**src/rtl/bcd_sseg_scan.sv**
```systemverilog
// Time-multiplexed 7-segment scanner for a packed BCD word.
// The BCD word and decimal points are captured once per scan frame so a frame never mixes
// two input values. Digits are scanned one at a time, each held for 2**REFRESH_BITS clocks.
// an_o and sseg_o are active-low.
// Optional feature: define BCD_SSEG_LZ_BLANK_EN to blank leading zeros, working from the MSD
// down; digit 0 is never blanked.
module bcd_sseg_scan #(
  parameter int unsigned NUM_DIGITS   = 2,
  parameter int unsigned REFRESH_BITS = 16
) (
  input  logic                    clk_i,
  input  logic                    rst_ni,
  input  logic [4*NUM_DIGITS-1:0] bcd_i,
  input  logic [NUM_DIGITS-1:0]   dp_i,
  output logic [NUM_DIGITS-1:0]   an_o,
  output logic [7:0]              sseg_o,
  output logic                    frame_tick_o
);

  localparam int unsigned IdxW = (NUM_DIGITS > 1) ? $clog2(NUM_DIGITS) : 1;
  localparam logic [IdxW-1:0] LastIdx = IdxW'(NUM_DIGITS - 1);

  logic [REFRESH_BITS-1:0] refresh_q, refresh_d;
  logic [IdxW-1:0]         idx_q, idx_d;
  logic [4*NUM_DIGITS-1:0] snap_bcd_q, snap_bcd_d;
  logic [NUM_DIGITS-1:0]   snap_dp_q, snap_dp_d;
  logic [NUM_DIGITS-1:0]   an_q, an_d;
  logic [7:0]              sseg_q, sseg_d;
  logic                    frame_tick_q, frame_tick_d;

  logic                    wrap;
  logic                    frame_end;
  logic [3:0]              digit_sel;
  logic                    dp_sel;
  logic                    blank_sel;
  logic [NUM_DIGITS-1:0]   blank;

  // Active-low segment pattern g..a; non-BCD codes show a dash.
  function automatic logic [6:0] seg7(input logic [3:0] d);
    logic [6:0] s;
    case (d)
      4'd0:    s = 7'b1000000;
      4'd1:    s = 7'b1111001;
      4'd2:    s = 7'b0100100;
      4'd3:    s = 7'b0110000;
      4'd4:    s = 7'b0011001;
      4'd5:    s = 7'b0010010;
      4'd6:    s = 7'b0000010;
      4'd7:    s = 7'b1111000;
      4'd8:    s = 7'b0000000;
      4'd9:    s = 7'b0010000;
      default: s = 7'b0111111;
    endcase
    return s;
  endfunction

`ifdef BCD_SSEG_LZ_BLANK_EN
  logic lead_zero;

  // Leading-zero mask: a digit is blanked only while every digit above it is also zero.
  always_comb begin
    blank     = '0;
    lead_zero = 1'b1;
    for (int k = int'(NUM_DIGITS) - 1; k > 0; k--) begin
      lead_zero = lead_zero && (snap_bcd_q[4*k +: 4] == 4'd0);
      blank[k]  = lead_zero;
    end
  end
`else
  // Every digit is always shown.
  always_comb begin
    blank = '0;
  end
`endif

  // Refresh counter, digit index and frame-boundary snapshot next state.
  always_comb begin
    wrap         = &refresh_q;
    frame_end    = wrap && (idx_q == LastIdx);
    refresh_d    = refresh_q + 1'b1;
    idx_d        = idx_q;
    snap_bcd_d   = snap_bcd_q;
    snap_dp_d    = snap_dp_q;
    frame_tick_d = frame_end;
    if (wrap) begin
      idx_d = (idx_q == LastIdx) ? '0 : idx_q + 1'b1;
    end
    if (frame_end) begin
      snap_bcd_d = bcd_i;
      snap_dp_d  = dp_i;
    end
  end

  // Select the current digit of the snapshot and build the registered outputs.
  always_comb begin
    digit_sel = '0;
    dp_sel    = 1'b0;
    blank_sel = 1'b0;
    for (int k = 0; k < int'(NUM_DIGITS); k++) begin
      if (idx_q == IdxW'(k)) begin
        digit_sel = snap_bcd_q[4*k +: 4];
        dp_sel    = snap_dp_q[k];
        blank_sel = blank[k];
      end
    end
    if (blank_sel) begin
      an_d   = '1;
      sseg_d = 8'hFF;
    end else begin
      an_d   = ~(NUM_DIGITS'(1) << idx_q);
      sseg_d = {~dp_sel, seg7(digit_sel)};
    end
  end

  // State and output registers; reset blanks the display immediately.
  always_ff @(posedge clk_i or negedge rst_ni) begin
    if (!rst_ni) begin
      refresh_q    <= '0;
      idx_q        <= '0;
      snap_bcd_q   <= '0;
      snap_dp_q    <= '0;
      an_q         <= '1;
      sseg_q       <= 8'hFF;
      frame_tick_q <= 1'b0;
    end else begin
      refresh_q    <= refresh_d;
      idx_q        <= idx_d;
      snap_bcd_q   <= snap_bcd_d;
      snap_dp_q    <= snap_dp_d;
      an_q         <= an_d;
      sseg_q       <= sseg_d;
      frame_tick_q <= frame_tick_d;
    end
  end

  assign an_o         = an_q;
  assign sseg_o       = sseg_q;
  assign frame_tick_o = frame_tick_q;

endmodule

```
**config.mk**
```make
export PLATFORM = sky130hd
export DESIGN_NAME = bcd_sseg_scan
export DESIGN_NICKNAME = d
export VERILOG_FILES = /design/src/rtl/bcd_sseg_scan.sv
export SDC_FILE = /design/constraint.sdc
export NUM_CORES = 1
export LEC_CHECK = 0
export ABC_AREA = 1
export BUFFER_PORTS_ARGS = -buffer_cell sky130_fd_sc_hd__buf_4
export CAP_MARGIN = 5
export CORE_ASPECT_RATIO = 0.7
export CORE_MARGIN = 4
export CORE_UTILIZATION = 51
export DETAILED_ROUTE_END_ITERATION = 10
export MAX_ROUTING_LAYER = met4
export PLACE_DENSITY = 0.84
export SYNTH_ARGS = -nofsm -noshare
export SYNTH_HDL_FRONTEND = slang
export SYNTH_SLANG_ARGS = --single-unit
```
**constraint.sdc**
```tcl
create_clock -name clk_i -period 1.8 [get_ports clk_i]
set_clock_uncertainty 0.05 [all_clocks]
set_input_delay 0.36 -clock clk_i [delete_from_list [all_inputs] [get_ports clk_i]]
set_output_delay 0.36 -clock clk_i [all_outputs]
set_load 0.1 [all_outputs]
```
==> results.md <==
- The worst hold path belongs to the class in2reg.
- Summing the areas of all xor and xnor instances in the mapped netlist gives 6.40% of the synthesized area.
- The cell family contributing the most delay on the critical path is flip-flops.
- Walking the worst path, the cells encountered are inv_1, nand2_1, nand2_1, inv_1, ha_1, inv_1, nor2_1, o21ai_1.
- The area of the placeable core is 0.00325 mm².
- For the worst setup path, the data arrival time is 1710 ps.
- The startpoint identified for the worst hold timing path is dp_i[0].
- The pre-CTS worst setup slack is 268 ps.
- Clock-pin slew was measured on the worst setup and hold paths at 70 ps.
- The first global-routing pass estimated 5330 µm of wire.
- The longest individual stage delay on the worst path is 470 ps.
- The clock latency at the later pin of the worst-skew pair is 290 ps.
- In this run the core area contains 17 standard-cell rows.
- The number of setup violations in the final report is 0.
- The share of synthesized cell area in full adder, half adder and majority cells is 4.92%.
- After layout, the worst setup slack is 257 ps.
- The count of nets left with antenna violations after detail routing is 0.
- 23 I/O pins were placed.
- The part of the cycle the worst path needs is 85.7%.
- Cells with a size suffix above 1 make up 25.9% of the layout.
- Across the run, the number of max-cap violations was 0.
- In the final design database the tool counted 234 nets.
- Per report_power, the sequential group accounts for 59.5% of the total.
- The kind of capture point of the worst setup path is a flop.
- Of all nets on the critical path, the largest fanout is 9.
- The floorplan die area is 0.00451 mm².
- After synthesis, the largest area contributor takes up between 30% and 40% of total cell area.
- The worst slack on hold paths is 252 ps.
- After global routing the overflow that remains totals 0.
- At the end of routability-driven placement, the weighted congestion stood at 0.823.
- After Yosys synthesis, and, or, nand and nor cells account for between 20% and 30% of the synthesized area.
- The detailed router finished its first iteration with 81 violations.
- Counting cells, the worst reg-to-reg path comes to 8.
- The iteration count of the initial detailed-routing pass is 4.
- The largest net degree at the start of global routing is 39.
- The detailed router placed 1237 vias in this run.
- The synthesized area per cell is between 9 and 10 µm².
- Dividing the detail-routed wire length by the instance count gives between 10 and 15 µm.
- The worst slew margin relative to its limit is 69.2%.
- The most used flip-flop cell after synthesis is sky130_fd_sc_hd__dfrtp_1.
- Ranked by total cell area, the synthesized netlist is headed by sky130_fd_sc_hd__dfrtp_1 39%, sky130_fd_sc_hd__dfstp_2 15%, sky130_fd_sc_hd__nand2_1 11%.
- Once detailed placement completed, the half-perimeter wirelength came to about 2300 µm.
- The synthesized design spends more area on one cell type than any other, namely sky130_fd_sc_hd__dfrtp_1.
- For this design the total switching power over the nets is 0.000291 W.
- In the synthesized netlist, the number of instances is 187.
- The largest vdd supply drop is 425 µV.
- For this run, asynchronously set or reset flops after synthesis account for 100%.
- The path length in cells of the critical path is 8.
- The number of DRC violations after detailed routing is 0.
- The internal power of the cells totals 0.00115 W.
- The minimum setup slack among reg-to-reg paths is around 260 ps.
- The share of the synthesized area in compound gates (AO/OA/AOI/OAI) is under 10%.
- By area, the combinational part of the netlist is dominated by simple AND/OR/NAND/NOR gates.
- Together, buffers and inverters on the worst path number 3.
- The clock network fraction of total power is 38.1%.
- The share of total power dissipated in combinational logic is between 2 and 2.5%.
- The startpoint type of the worst setup path is a flop.
- The design draws 0.00144 W.
- In this run the critical register-to-register path is captured at sseg_o[3].
- The switching share of power is 20.2%.
- The run finished with clean final reports.
- For the pin with the worst max-slew slack, the measured transition is between 400 and 500 ps.
- The count of flip-flops with a built-in enable after synthesis is 0.
- Across every metal layer, demand over resource in global routing totals 16.3%.
- During placement, the flow inserted port buffers numbering 22.
- The total clock sinks is 38.
- In the synthesized netlist, the cells that appear most often are 50 x sky130_fd_sc_hd__nand2_1, 28 x sky130_fd_sc_hd__dfrtp_1, 19 x sky130_fd_sc_hd__nor2_1, 15 x sky130_fd_sc_hd__nand3_1, 13 x sky130_fd_sc_hd__inv_1.
- The total number of yosys warnings is 0.
- The root buffer cell is sky130_fd_sc_hd__clkbuf_8.
- The post-synthesis mux area share is 0.563%.
- In this run the deepest clock path goes through 2 buffers.
- After routing, the total negative slack on setup checks comes to 0 ps.
- Post-CTS repair changed the size of 0 cells.
- The terminating pin of the worst hold path is snap_dp_q[0].
- The initial antenna violation count is 0.
- The instance count along the most critical hold path is 3.
- In this run the static leakage power is 1.03 nW.
- The timing startpoint of the critical path is idx_q.
- TritonCTS built the clock tree.
- Once layout is complete, the cells apart from fillers number about 260.
- The synthesized net count is 206.
- The number of failing hold endpoints at the final stage was 0.
- The largest individual stage delay along the critical path comes from the cell sky130_fd_sc_hd__dfrtp_1.
- For this run, the top clock speed supported by timing is 648 MHz.
- The initial utilization of the core area, before any placement, comes to 54.7%.
- Setup repair after global routing left no endpoint under its margin.
- For this run, the register share of the synthesized area comes to 54.1%.
- The synthesized netlist occupies a cell area of 0.00178 mm².
- The routed design has 3130 µm of wire.
- The worst register-to-register path begins at idx_q.
- Including well taps, the total number of placed cells is 254.
- The via count of the first global-routing pass is approximately 1.2k.
- Synthesis instantiated 25 different standard cells from the library.
- In this run the power density over the cells is 695 mW/mm².
- The depth of the CTS H-tree is 2.
- The cell with the most instances on the worst path is sky130_fd_sc_hd__inv_1.
- The number of register bits inferred by synthesis is 38.
- The floorplan step set the die width to between 70 and 80 µm.
- The final count of pins violating max slew was 0.
- The type of the worst setup path is reg2reg.
- The signed area change from the synthesized netlist to the final layout is 16.2%.
- STA puts the critical path data required time at a little under 2000 ps.
- In this run, CTS created clock tree buffers numbering 5.
- After layout, the minimum clock period comes to roughly 1500 ps.
- The cell with the most instances after synthesis is sky130_fd_sc_hd__nand2_1.
- 0 antenna diodes ended up in the layout.
- In the routed layout, each cell is associated on average with a via count of between 4 and 5.
- The die is 57.4 µm tall.
==> worst min-delay path, delay by kind of cell <==
family	cells	cell delay [ps]
and+or+nand+nor	2	120
buffers and inverters	1	70
==> cell type report <==
| cell class | instances | area, µm² |
|---|---|---|
| timing repair buffer | 25 | 190 |
| fill | 273 | 1190 |
| multi-input combinational | 129 | 714 |
| clock buffer | 8 | 80.1 |
| sequential | 38 | 963 |
| inverter | 16 | 60.1 |
| tap | 47 | 58.8 |
==> worst max path at each step <==
stage                end  slack, ps
4_1_cts        sseg_o[3]        250
3_5_place_dp   sseg_o[3]        270
2_1_floorplan  sseg_o[0]        140
5_1_grt        sseg_o[3]        140
3_3_place_gp   sseg_o[3]        350
6_report       sseg_o[3]        260
==> timing repair <==
action | 4_1_cts | 5_1_grt
buffers inserted | 0 | 0
hold buffers | 1 | 0
endpoints found under the hold margin | 28 | 0
==> logic make-up (layout without fill, tap and decap cells) <==
logic type | Yosys count | count (layout)
simple gates | 98 | 98
flops | 38 | 38
buf+inv | 20 | 49
xor+xnor | 13 | 13
compound gates | 10 | 10
fa+ha+maj | 7 | 7
mux | 1 | 1
==> state kept, by name, indices dropped and copies added, names as in the netlist <==
register and cells:
frame_tick_o 1, snap_dp_q 2, sseg_o 8, snap_bcd_q 8
an_o 2, refresh_q 16, idx_q 1
==> per-layer routing <==
metal / global-route usage (%) / wire length, µm
met1: 23.4 / 1680
met2: 20.0 / 1200
met3: 4.73 / 176
met4: 9.48 / 78
met5: - / 0
==> power groups by stage <==
stage / combinational, W / sequential [W] / clock, W
2_1_floorplan: 0.00000000318 / 0.000870 / 0
4_1_cts: 0.0000361 / 0.000855 / 0.000565
3_5_place_dp: 0.0000344 / 0.000870 / 0
3_3_place_gp: 0.0000335 / 0.000870 / 0
5_1_grt: 0.0000396 / 0.000854 / 0.000599
6_report: 0.0000347 / 0.000855 / 0.000547
==> placed cells by master, fill, tap and decap left out <==
cell type / instances
sky130_fd_sc_hd__nand2_1: 50
sky130_fd_sc_hd__dfrtp_1: 28
sky130_fd_sc_hd__buf_4: 24
sky130_fd_sc_hd__nor2_1: 19
sky130_fd_sc_hd__nand3_1: 15
sky130_fd_sc_hd__inv_1: 13
sky130_fd_sc_hd__dfstp_2: 10
sky130_fd_sc_hd__xor2_1: 7
sky130_fd_sc_hd__ha_1: 7
sky130_fd_sc_hd__xnor2_1: 6
sky130_fd_sc_hd__nand2_2: 5
sky130_fd_sc_hd__o21ai_1: 5
sky130_fd_sc_hd__clkbuf_8: 5
sky130_fd_sc_hd__inv_2: 3
sky130_fd_sc_hd__clkbuf_1: 3
sky130_fd_sc_hd__nor2_2: 2
sky130_fd_sc_hd__nand3_2: 2
sky130_fd_sc_hd__nor2_4: 2
sky130_fd_sc_hd__o21ai_0: 2
sky130_fd_sc_hd__nand4_1: 1
sky130_fd_sc_hd__nand3b_1: 1
sky130_fd_sc_hd__nand2_4: 1
sky130_fd_sc_hd__o21a_2: 1
sky130_fd_sc_hd__o21ai_2: 1
sky130_fd_sc_hd__a21oi_1: 1
sky130_fd_sc_hd__mux2i_1: 1
sky130_fd_sc_hd__dlygate4sd3_1: 1
==> through the flow <==
stage	area, µm²	utilization [%]
finish	2070	63.5
global route	2070	63.5
CTS	2070	63.5
detailed placement	1980	60.7
global placement	1980	60.7
floorplan	1780	-
Power figures use the tool's default switching activity.
